### src/rtl/bnn_pkg.sv
// Shared types and width helpers for the sequential binary neural network
// classifier.
package bnn_pkg;

    typedef enum logic [1:0] {
        S_IDLE,
        S_HID,
        S_OUT,
        S_DONE
    } state_e;

    function automatic int cnt_w(input int n);
        return $clog2(n + 1);
    endfunction

    function automatic int idx_w(input int n);
        return (n > 1) ? $clog2(n) : 1;
    endfunction

    function automatic int max_i(input int a, input int b);
        return (a > b) ? a : b;
    endfunction

    // Feature is "on" when it sits in the upper half of its unsigned range.
    function automatic logic binarise(input logic [31:0] v, input int w);
        return v >= (32'd1 << (w - 1));
    endfunction

endpackage

### src/rtl/bnn_xnor_popcount.sv
// Counts matching bit positions between two binary vectors.
module bnn_xnor_popcount
    import bnn_pkg::*;
#(
    parameter int W = 4
) (
    input  logic [W-1:0]          a,
    input  logic [W-1:0]          b,
    output logic [cnt_w(W)-1:0]   count
);

    localparam int CW = cnt_w(W);

    always_comb begin
        count = '0;
        for (int i = 0; i < W; i++) begin
            count = count + CW'(~(a[i] ^ b[i]));
        end
    end

endmodule

### src/rtl/bnn_seq_classifier.sv
// Two-layer binary network evaluated one neuron per cycle, with a
// serially loaded weight image and argmax over class scores.
module bnn_seq_classifier
    import bnn_pkg::*;
#(
    parameter int N_FEAT = 4,
    parameter int FEAT_W = 4,
    parameter int N_HID  = 4,
    parameter int N_CLS  = 2,
    parameter int BIAS_W = 4
) (
    input  logic                       clk,
    input  logic                       rst,
    input  logic                       start,
    input  logic [N_FEAT*FEAT_W-1:0]   feat_in,
    input  logic                       cfg_shift,
    input  logic                       cfg_bit,
    output logic                       busy,
    output logic                       valid,
    output logic [idx_w(N_CLS)-1:0]    class_out,
    output logic [cnt_w(N_HID)-1:0]    score_out,
    output logic [N_HID-1:0]           hidden_out,
    output logic                       cfg_err
);

    localparam int WL     = N_HID*BIAS_W + N_CLS*N_HID + N_HID*N_FEAT;
    localparam int HO_OFF = N_HID*BIAS_W;
    localparam int HI_OFF = HO_OFF + N_CLS*N_HID;
    localparam int FC_W   = cnt_w(N_FEAT);
    localparam int SC_W   = cnt_w(N_HID);
    localparam int CL_W   = idx_w(N_CLS);
    localparam int IX_W   = idx_w(max_i(N_HID, N_CLS));
    localparam int SUM_W  = max_i(FC_W, BIAS_W) + 2;

    state_e            state_q, state_d;
    logic [WL-1:0]     img_q, img_d;
    logic [N_FEAT-1:0] x_q, x_d;
    logic [N_HID-1:0]  hid_q, hid_d;
    logic [IX_W-1:0]   idx_q, idx_d;
    logic [SC_W-1:0]   best_q, best_d;
    logic [CL_W-1:0]   bcls_q, bcls_d;
    logic              busy_q, busy_d;
    logic              valid_q, valid_d;
    logic [CL_W-1:0]   cls_q, cls_d;
    logic [SC_W-1:0]   score_q, score_d;
    logic [N_HID-1:0]  hout_q, hout_d;
    logic              err_q, err_d;

    logic [N_FEAT-1:0] wih_row;
    logic [N_HID-1:0]  who_row;
    logic [BIAS_W-1:0] bias;
    logic [FC_W-1:0]   fcnt;
    logic [SC_W-1:0]   ocnt;
    logic [SUM_W-1:0]  sum;
    logic              fire;

    // One shared counter selects the active neuron or class row.
    assign wih_row = img_q[HI_OFF + int'(idx_q)*N_FEAT +: N_FEAT];
    assign who_row = img_q[HO_OFF + int'(idx_q)*N_HID +: N_HID];
    assign bias    = img_q[int'(idx_q)*BIAS_W +: BIAS_W];

    bnn_xnor_popcount #(.W(N_FEAT)) u_hid_pc (
        .a     (x_q),
        .b     (wih_row),
        .count (fcnt)
    );

    bnn_xnor_popcount #(.W(N_HID)) u_out_pc (
        .a     (hid_q),
        .b     (who_row),
        .count (ocnt)
    );

    assign sum  = SUM_W'(fcnt)
                + {{(SUM_W-BIAS_W){bias[BIAS_W-1]}}, bias}
                - SUM_W'(N_FEAT/2);
    assign fire = ~sum[SUM_W-1];

    always_comb begin
        state_d = state_q;
        img_d   = img_q;
        x_d     = x_q;
        hid_d   = hid_q;
        idx_d   = idx_q;
        best_d  = best_q;
        bcls_d  = bcls_q;
        busy_d  = busy_q;
        valid_d = 1'b0;
        cls_d   = cls_q;
        score_d = score_q;
        hout_d  = hout_q;
        err_d   = err_q | (cfg_shift & ((state_q != S_IDLE) | start));
        if (cfg_shift && state_q == S_IDLE && !start) begin
            img_d = {img_q[WL-2:0], cfg_bit};
        end
        case (state_q)
            S_IDLE: begin
                if (start) begin
                    state_d = S_HID;
                    busy_d  = 1'b1;
                    idx_d   = '0;
                    for (int i = 0; i < N_FEAT; i++) begin
                        x_d[i] = binarise(32'(feat_in[i*FEAT_W +: FEAT_W]), FEAT_W);
                    end
                end
            end
            S_HID: begin
                for (int j = 0; j < N_HID; j++) begin
                    if (int'(idx_q) == j) hid_d[j] = fire;
                end
                if (int'(idx_q) == N_HID - 1) begin
                    state_d = S_OUT;
                    idx_d   = '0;
                end else begin
                    idx_d = idx_q + IX_W'(1);
                end
            end
            S_OUT: begin
                // Strictly-greater update keeps the lowest index on ties.
                if (idx_q == '0 || ocnt > best_q) begin
                    best_d = ocnt;
                    bcls_d = CL_W'(idx_q);
                end
                if (int'(idx_q) == N_CLS - 1) begin
                    state_d = S_DONE;
                    idx_d   = '0;
                end else begin
                    idx_d = idx_q + IX_W'(1);
                end
            end
            S_DONE: begin
                state_d = S_IDLE;
                busy_d  = 1'b0;
                valid_d = 1'b1;
                hout_d  = hid_q;
                score_d = best_q;
                cls_d   = bcls_q;
            end
            default: state_d = S_IDLE;
        endcase
    end

    always_ff @(posedge clk or posedge rst) begin
        if (rst) begin
            state_q <= S_IDLE;
            img_q   <= '0;
            x_q     <= '0;
            hid_q   <= '0;
            idx_q   <= '0;
            best_q  <= '0;
            bcls_q  <= '0;
            busy_q  <= 1'b0;
            valid_q <= 1'b0;
            cls_q   <= '0;
            score_q <= '0;
            hout_q  <= '0;
            err_q   <= 1'b0;
        end else begin
            state_q <= state_d;
            img_q   <= img_d;
            x_q     <= x_d;
            hid_q   <= hid_d;
            idx_q   <= idx_d;
            best_q  <= best_d;
            bcls_q  <= bcls_d;
            busy_q  <= busy_d;
            valid_q <= valid_d;
            cls_q   <= cls_d;
            score_q <= score_d;
            hout_q  <= hout_d;
            err_q   <= err_d;
        end
    end

    assign busy       = busy_q;
    assign valid      = valid_q;
    assign class_out  = cls_q;
    assign score_out  = score_q;
    assign hidden_out = hout_q;
    assign cfg_err    = err_q;

endmodule

### config.mk
export PLATFORM = sky130hd
export DESIGN_NAME = bnn_seq_classifier
export DESIGN_NICKNAME = d
export VERILOG_FILES = /design/src/rtl/bnn_pkg.sv /design/src/rtl/bnn_xnor_popcount.sv /design/src/rtl/bnn_seq_classifier.sv
export SDC_FILE = /design/constraint.sdc
export NUM_CORES = 1
export LEC_CHECK = 0
export BUFFER_PORTS_ARGS = -buffer_cell sky130_fd_sc_hd__buf_2
export CAP_MARGIN = 20
export CORE_UTILIZATION = 55
export CTS_BUF_LIST = sky130_fd_sc_hd__clkbuf_8
export CTS_CLUSTER_SIZE = 20
export DETAILED_ROUTE_END_ITERATION = 8
export PLACE_DENSITY = 0.77
export SETUP_SLACK_MARGIN = 0.2
export SYNTH_ARGS = -nofsm -noshare
export SYNTH_HDL_FRONTEND = slang
export SYNTH_SLANG_ARGS = --single-unit
export TNS_END_PERCENT = 10
### constraint.sdc
create_clock -name clk -period 4.7 [get_ports clk]
set_input_delay 0.705 -clock clk [delete_from_list [all_inputs] [get_ports clk]]
set_output_delay 0.705 -clock clk [all_outputs]
set_load 0.01 [all_outputs]
== After elaboration in Yosys (flattened, before gate mapping) ==
Cells that the tools add are included.
Word-level totals
  register bits after elaboration: 67
  input port bits: 21
  output and inout port bits: 11
  logic and storage cells: 94
Cells by class
  $add $sub $neg: 11
  order comparisons: 5
  eq/ne operators: 9
  shift-type cells: 3
  muxes and demuxes: 11
  bitwise operators: 20
  reductions and logical operators: 19
Operator list (count)
  $shiftx A40 B7 Y4: 2
  $shiftx A40 B5 Y4: 1
  $not A3 Y3: 8
  $add A3 B3 Y3: 6
  $ge A4 B4 Y1 const B: 4
  $reduce_and A2 Y1: 8
  $add A5 B4 Y6 const A: 2
  $mux W2: 6
  $eq A2 B2 Y1 const B: 4
  $pmux W2 S4: 1
  $xor A1 B1 Y1: 8
  $logic_not A2 Y1: 3
  $ne A2 B2 Y1 const B: 3
  $pmux W2 S3: 1
  $sub A5 B3 Y6 const B: 1
  $add A4 B4 Y5: 1
  $eq A2 B1 Y1 const B: 2
  $reduce_bool A2 Y1: 2
  $gt A3 B3 Y1: 1
  $reduce_and A3 Y1: 1
  $reduce_bool A3 Y1: 1
  $add A2 B1 Y2 const B: 1
  $logic_and A1 B1 Y1: 2
  $mux W1: 2
  other kinds (6): 7

== Depth between registers and ports, before layout ==
Gate-level depths: netlist of run 1.
  depth in word-level cells: 10
  mapped depth: 14
  depth with buffers taken out: 13

== By module ==
From an unflattened synthesis of run 1, not the netlist that was laid out.
Unflattened totals
  cells, all modules: 263
  area total of the unflattened synthesis: 3495.9 sq um
Modules (own cells, without submodules)
  bnn_seq_classifier: instances 1, cells an instance 245, area each 3320.7 sq um, seq. area each 1676.6 sq um
  bnn_xnor_popcount: instances 2, cells an instance 9, area each 87.6 sq um, seq. area each 0.0 sq um

== Worst setup path before layout of run 1 ==
No wires, ideal clock.
  kind: register to register
  start: register idx_q[0]
  end: register bcls_q
  library setup time: 0.131 ns
  arrival: 3.213 ns
  slack: 1.356 ns
  stages on the path, launching flop included: 13
  path buffers: 3
  path through: dfrtp_1 -> buf_6 -> clkbuf_8 -> mux4_2 -> xnor2_1 -> fa_1 -> ha_1 -> ha_1 -> ha_1 -> and3_1 -> buf_1 -> a221oi_1 -> nand3_1
On the way
  longest elaborated chain between the ends: 10
  elaborated cells on any way between the ends: 17
  classes of those cells: add/sub (4); order compare (1); shift (1); bitwise (8); reduce/logical (3)
Ends and longest elaborated chain
  from (decl): RTL line bnn_seq_classifier.sv:39  | logic [IX_W-1:0] idx_q, idx_d;
  from (signal assigned): RTL line bnn_seq_classifier.sv:163  | idx_q <= idx_d;
  $add A5 B4 Y6 (*): RTL line bnn_seq_classifier.sv:59  | assign who_row = img_q[HO_OFF + int'(idx_q)*N_HID +: N_HID];
  $shiftx A40 B7 Y4 (*): RTL line bnn_seq_classifier.sv:59
  $xor A1 B1 Y1: RTL line bnn_xnor_popcount.sv:17  | count = count + CW'(~(a[i] ^ b[i]));
  $not A3 Y3: RTL line bnn_xnor_popcount.sv:17
  $add A3 B3 Y3 (2 in series): RTL line bnn_xnor_popcount.sv:17
  $add A3 B3 Y3 (*): RTL line bnn_xnor_popcount.sv:17
  named net ocnt[1]: RTL line bnn_seq_classifier.sv:53  | logic [SC_W-1:0] ocnt;
  $gt A3 B3 Y1 (*): RTL line bnn_seq_classifier.sv:120  | if (idx_q == '0 || ocnt > best_q) begin
  $logic_or A1 B1 Y1 (*): RTL line bnn_seq_classifier.sv:120
  $reduce_and A2 Y1 (no source line) (*)
  to (signal assigned): RTL line bnn_seq_classifier.sv:165  | bcls_q <= bcls_d;
  to (decl): RTL line bnn_seq_classifier.sv:41  | logic [CL_W-1:0] bcls_q, bcls_d;
Mark *: on every way through the listed nets, which the timed path passes. The rest lies on a longest branch.
A chain may end at the register's enable or synchronous reset.

== Worst setup path after layout of run 1 ==
  start: register idx_q[0]
  end: register best_q[1]
On the way
  longest elaborated chain between the ends: 10
  elaborated cells on any way between the ends: 17
  classes of those cells: add/sub (4); order compare (1); shift (1); bitwise (8); reduce/logical (3)
Ends and longest elaborated chain
  $add A5 B4 Y6 (*): RTL line bnn_seq_classifier.sv:59
  $shiftx A40 B7 Y4 (*): RTL line bnn_seq_classifier.sv:59
  $xor A1 B1 Y1: RTL line bnn_xnor_popcount.sv:17
  $not A3 Y3: RTL line bnn_xnor_popcount.sv:17
  $add A3 B3 Y3 (2 in series): RTL line bnn_xnor_popcount.sv:17
  $add A3 B3 Y3 (*): RTL line bnn_xnor_popcount.sv:17
  named net ocnt[2]: RTL line bnn_seq_classifier.sv:53
  $gt A3 B3 Y1 (*): RTL line bnn_seq_classifier.sv:120
  $logic_or A1 B1 Y1 (*): RTL line bnn_seq_classifier.sv:120
  $reduce_and A2 Y1 (no source line) (*)
  to (signal assigned): RTL line bnn_seq_classifier.sv:164  | best_q <= best_d;
  to (decl): RTL line bnn_seq_classifier.sv:40  | logic [SC_W-1:0] best_q, best_d;
Marks and branches as above.

==> results of run 1 <==
## final timing paths
kind	endpoint	depth (start not counted)
setup / recovery	best_q[1]	9
hold / removal	cfg_err	1
setup reg to reg	best_q[1]	9
hold reg to reg	cfg_err	1
max in group asynchronous	img_q[13]	3
min in group asynchronous	cfg_err	2
## cells in the mapped netlist
cell type / number
nor2_1: 1
a211o_1: 3
dfrtp_1: 67
and3_1: 5
o32a_1: 1
clkbuf_8: 1
nand2_1: 14
a31oi_4: 1
nand3b_1: 2
nor2b_1: 7
xnor2_1: 5
buf_2: 2
or3_1: 1
ha_1: 20
a22oi_1: 1
a21o_1: 1
o21bai_1: 1
mux4_2: 3
xor2_1: 3
a21oi_1: 2
nor3_1: 2
o2bb2ai_1: 1
mux2_2: 53
fa_1: 2
nand2_2: 1
buf_1: 1
a221oi_1: 4
buf_6: 5
and4b_2: 1
clkbuf_1: 2
a211oi_1: 1
nand3_1: 7
o21ai_0: 8
mux4_1: 9
inv_1: 20
## report_power, final
| group | leakage, nW | total [mW] | internal (mW) | switching, mW |
|---|---|---|---|---|
| registers | 0.886 | 0.836 | 0.712 | 0.125 |
| logic | 0.893 | 1.06 | 0.497 | 0.563 |
| clock network | 0.101 | 0.463 | 0.244 | 0.220 |
## metal layers
layer | up-vias | global-route usage | part of all wire
met5 | - | 0 | 0
met3 | 12 | 0.0433 | 0.023
met4 | 0 | 0.111 | 0.024
met1 | 1041 | 0.259 | 0.48
li1 | 971 | - | -
met2 | 24 | 0.319 | 0.47
## stage by stage
| step | instance area, sq um | power (mW) | hold slack [ns] |
|---|---|---|---|
| 6_report | 3800 | 2.36 | 0.483 |
| 5_1_grt | 3800 | 2.57 | 0.513 |
| 4_1_cts | 3800 | 2.38 | 0.486 |
| 3_5_place_dp | 3610 | 1.91 | 0.463 |
| 3_3_place_gp | 3610 | 1.85 | 0.461 |
| 2_1_floorplan | 3500 | 1.65 | 0.471 |
## worst max-delay path: cells and delay by family, from the launching register on
family          cells  cell delay (ns)
fa+ha+maj           4             1.20
mux                 1             0.69
xor+xnor            1             0.22
flops               1             0.86
compound gates      2             0.69
simple gates        1             0.18
## area by class of cell
cell class,instances,area [sq um]
tap,75,93.8
clock inverter,7,68.8
inverter,20,75.1
multi-input combinational,160,1660
sequential,67,1680
timing repair buffer,20,103
fill,478,2230
clock buffer,9,124
## flip-flops by register name, summed over array words and instances (netlist names)
signal      count
bcls_q          1
best_q          3
busy            1
cfg_err         1
class_out       1
hid_q           4
hidden_out      4
idx_q           2
img_q          40
score_out       3
state_q         2
valid           1
x_q             4
## cells by family after synthesis
kind of cell / count (synthesis)
AOI/OAI and AO/OA: 24
buffers and inverters: 31
xor gates and xnor gates: 8
adders and majority gates: 22
muxes: 65
DFF: 67
and+or+nand+nor: 41
==> flow_summary.yaml, run 1 <==
hold_path:
  hold_start: "cfg_err"
  worstHoldPathType: "flip-flop to flip-flop"
timing:
  fin_worst_skew_ns: 0.00630
  finalHoldViolCount: 0
  drv_slew: 0
  setup_viol: 0
  fmax_mhz: 253
  period_minus_slack_ns: 3.96
  slew_headroom: 0.404
  rsz0062_at_grt: "false"
  setup_tns_ns: 0
  fin_crit_sh: 0.842
  tightest_slew_ns: 0.891
  setup_ws_ns: 0.741
flow_run:
  maxCapViolCount: 0
clock_tree:
  postCtsHoldBufs: 0
  ctsLongestPathBuffers: 2
  ctsResizeCount: 0
  clock-root-buffer: "clkbuf_8"
  path_clk_slew_ns: 0.07
  h-tree-depth: 3
  cts.sinks: 67
  numCtsBuffers: 9
  cts_setup_buffers: 0
  insertion_delay_ns: 0.34
  cts_tree: "built"
floorplanning:
  die_h_um: 81.8
  core_area_sq_um: 6030
  io_pins: 32
  floorplan.initialDensity: 0.581
  die_w_um: 81.8
  fp-row-count: 28
  dieArea_sq_um: 6690
worst_setup_path:
  rrSetupSlack_ns: 0.74
  critPathCaptureType: "flip-flop"
  path_class: "flip-flop to flip-flop"
  worstPathArrival_ns: 4.17
  cp_slowest_cell: "dfrtp_1"
  path_cells: "mux4_1, xnor2_1, fa_1, ha_1, ha_1, ha_1, a21oi_1, a211oi_1, nand3b_1"
  max_stage_delay_ns: 0.86
  cp-startpoint: "idx_q[0]"
  cp-start-kind: "flip-flop"
  crit_required_ns: 4.92
  crit_fanout: 19
  path_common_cell: "ha_1"
  regToRegStartpoint: "idx_q[0]"
logic_synthesis:
  synthSimpleGateAreaFrac: 0.0615
  syn_inst: 258
  synth_cell_types: 35
  synthXorXnorAreaFrac: 0.0200
  yosysSeqAreaShare: 0.479
  synth_area_leaders: "dfrtp_1, mux2_2, ha_1, mux4_1, inv_1"
  netlist.area_leader.share: 0.479
  synthMuxAreaShare: 0.257
  synth_top_family_by_area: "multiplexers"
  synth_compound_area_frac: 0.0518
  synth_adder_area_share: 0.0829
  ys_seq_elements: 67
  syn_nets: 301
  synth_area_sq_um: 3500
  yosys_warnings: 0
  synth_top_area_cell: "dfrtp_1"
  syn_avg_cell_area_sq_um: 13.6
grt:
  grt_max_degree: 41
  grtUsageTotal: 0.202
  grt_pass1_wl_um: 9770
  antenna_found_initial: 0
  grt_pass1_vias: 2121
  grt.overflow.total: 0
drt:
  antenna_left: 0
  drt_iter0_drc: 72
  dr.pass1.iters: 4
  wirelength_um: 5920
  wire_per_inst_um: 16.5
  vias_per_cell: 5.72
  drc: 0
  vias: 2048
finish:
  area_growth_pct: 8.51
  finalCoreUtilization: 0.630
  final_cells: 358
  fin_nets: 321
  final_cell_mix: "dfrtp_1, mux2_2, inv_1, ha_1, buf_2"
  layout_commonest_cell: "dfrtp_1"
  layout-drive-gt1-share: 0.336
  n_antenna_cell: 0
place:
  dpl.cell_count: 342
  globalplace.congestion: 0.746
  dp_slack_ns: 0.711
  io_buffers: 19
  hpwl_um: 4230
power_and_ir_drop:
  p_per_area_nw_per_um2: 621
  leakage_nw: 1.88
  vdd_drop_max_mv: 0.481
run_status:
  status: "finished clean"
Power figures use the tool's default switching activity.
==> inputs of run 2 (changes only) <==
- clock period: 4.7 -> 4 ns (I/O delays scaled with it)
==> flow_summary.yaml, run 2 (synthesis results as in run 1) <==
run_status:
  status: "finished clean"
power_and_ir_drop:
  vdd_drop_max_mv: 0.530
  switchingPower_mw: 1.06
  intPower_mw: 1.72
  leakage_nw: 1.90
  p_per_area_nw_per_um2: 725
  finalPower_mw: 2.78
  swShare: 0.382
  p_clk_frac: 0.184
  p_comb_frac: 0.467
  seqPwrFrac: 0.349
clock_tree:
  cts_setup_buffers: 0
  numCtsBuffers: 9
  clock-root-buffer: "clkbuf_8"
  cts.sinks: 67
  insertion_delay_ns: 0.35
  path_clk_slew_ns: 0.07
  cts_tree: "built"
  h-tree-depth: 3
  ctsLongestPathBuffers: 2
  postCtsHoldBufs: 0
  ctsResizeCount: 0
drt:
  vias: 2084
  wire_per_inst_um: 16.8
  top_layer: "met4"
  drt_iter0_drc: 80
  antenna_left: 0
  dr_wl_met2_um: 2870
  drc: 0
  vias_per_cell: 5.77
  dr.pass1.iters: 4
  drt-met1-wl_um: 2830
  wl_met3_um: 149
  wirelength_um: 6080
place:
  placed_area_sq_um: 3630
  globalplace.congestion: 0.759
  io_buffers: 19
  hpwl_um: 4240
  dpl.cell_count: 345
  dp_slack_ns: 0.308
finish:
  nFillCells: 473
  n_antenna_cell: 0
  largest_reg_flops: 40
  layout_commonest_cell: "dfrtp_1"
  final_cell_mix: "dfrtp_1, mux2_2, inv_1, ha_1, buf_2"
  area_growth_pct: 9.40
  fin_nets: 325
  final_cells: 361
  top_register: "img_q"
  layout-drive-gt1-share: 0.343
  fin_area_sq_um: 3830
  finalCoreUtilization: 0.636
worst_setup_path:
  regToRegStartpoint: "idx_q[0]"
  critPathCaptureType: "flip-flop"
  reg2reg_depth: 13
  path_class: "flip-flop to flip-flop"
  cp-start-kind: "flip-flop"
  rrSetupSlack_ns: 0.45
  crit_fanout: 9
  worstPathArrival_ns: 3.77
  crit_required_ns: 4.22
  regToRegEndpoint: "hid_q[1]"
grt:
  grt_pass1_wl_um: 9970
  grt_pass1_vias: 2111
  grt.overflow.total: 0
  grtUsageTotal: 0.209
  grt_max_degree: 53
  antenna_found_initial: 0
floorplanning:
  io_pins: 32
  die_w_um: 81.8
  floorplan.initialDensity: 0.581
  core_area_sq_um: 6030
  fp-row-count: 28
  dieArea_sq_um: 6690
  die_h_um: 81.8
timing:
  period_minus_slack_ns: 3.55
  setup_viol: 0
  rsz0062_at_grt: "false"
  fin_worst_skew_ns: 0.00772
  fmax_mhz: 282
  finalHoldViolCount: 0
  drv_slew: 0
  fin_crit_sh: 0.888
  tightest_slew_ns: 0.896
  setup_ws_ns: 0.450
  setup_tns_ns: 0
  slew_headroom: 0.400
  holdWs_ns: 0.213
flow_run:
  maxCapViolCount: 0
hold_path:
  worstHoldPathType: "input pin to async pin"
run 2: cell types whose count changed in the layout (fill, tap and decap cells not counted), sizes merged:
cell	before	now
clkbuf	9	12
clkinv	3	0
buf	20	24
bufinv	1	0
run 2: worst max-delay path, cell delays in order, from the launching register on:
cell	delay [ns]
dfrtp_2	0.51
mux4_1	0.64
xor2_1	0.19
fa_1	0.54
inv_1	0.05
ha_1	0.19
ha_1	0.27
inv_1	0.06
ha_1	0.13
inv_1	0.04
ha_1	0.26
and4b_2	0.23
a31oi_4	0.21
o21ai_0	0.12
run 2: how the worst max path moves through the flow:
stage                         from  cells past startpoint  endpoint
after floorplan           idx_q[0]                     12    bcls_q
after global placement    idx_q[0]                     13  hid_q[2]
after detailed placement  idx_q[0]                     13  hid_q[1]
after CTS                 idx_q[0]                     13  hid_q[1]
after global routing      idx_q[0]                     13  hid_q[0]
final                     idx_q[0]                     13  hid_q[1]
run 2: area by class of cell:
class / count / area (sq um) / share of cell area
clock buffers: 12 / 165 / 0.0431
clock inverters: 3 / 15.0 / 0.00392
inverters: 20 / 75.1 / 0.0196
multi-input cells: 160 / 1660 / 0.433
flip-flops and latches: 67 / 1680 / 0.438
well taps: 75 / 93.8 / 0.0245
repair buffers: 24 / 145 / 0.0379
run 2: power by group through the flow:
stage | logic [mW] | clock network [mW] | registers [mW]
2_1_floorplan | 0.986 | 0 | 0.958
3_3_place_gp | 1.22 | 0 | 0.977
3_5_place_dp | 1.29 | 0 | 0.982
4_1_cts | 1.29 | 0.526 | 0.971
5_1_grt | 1.46 | 0.553 | 0.996
6_report | 1.29 | 0.512 | 0.969
run 2: routing by layer:
layer / GRT usage / vias to the layer above
li1: - / 985
met1: 0.263 / 1054
met2: 0.322 / 29
met3: 0.0456 / 16
met4: 0.139 / 0
met5: 0 / -
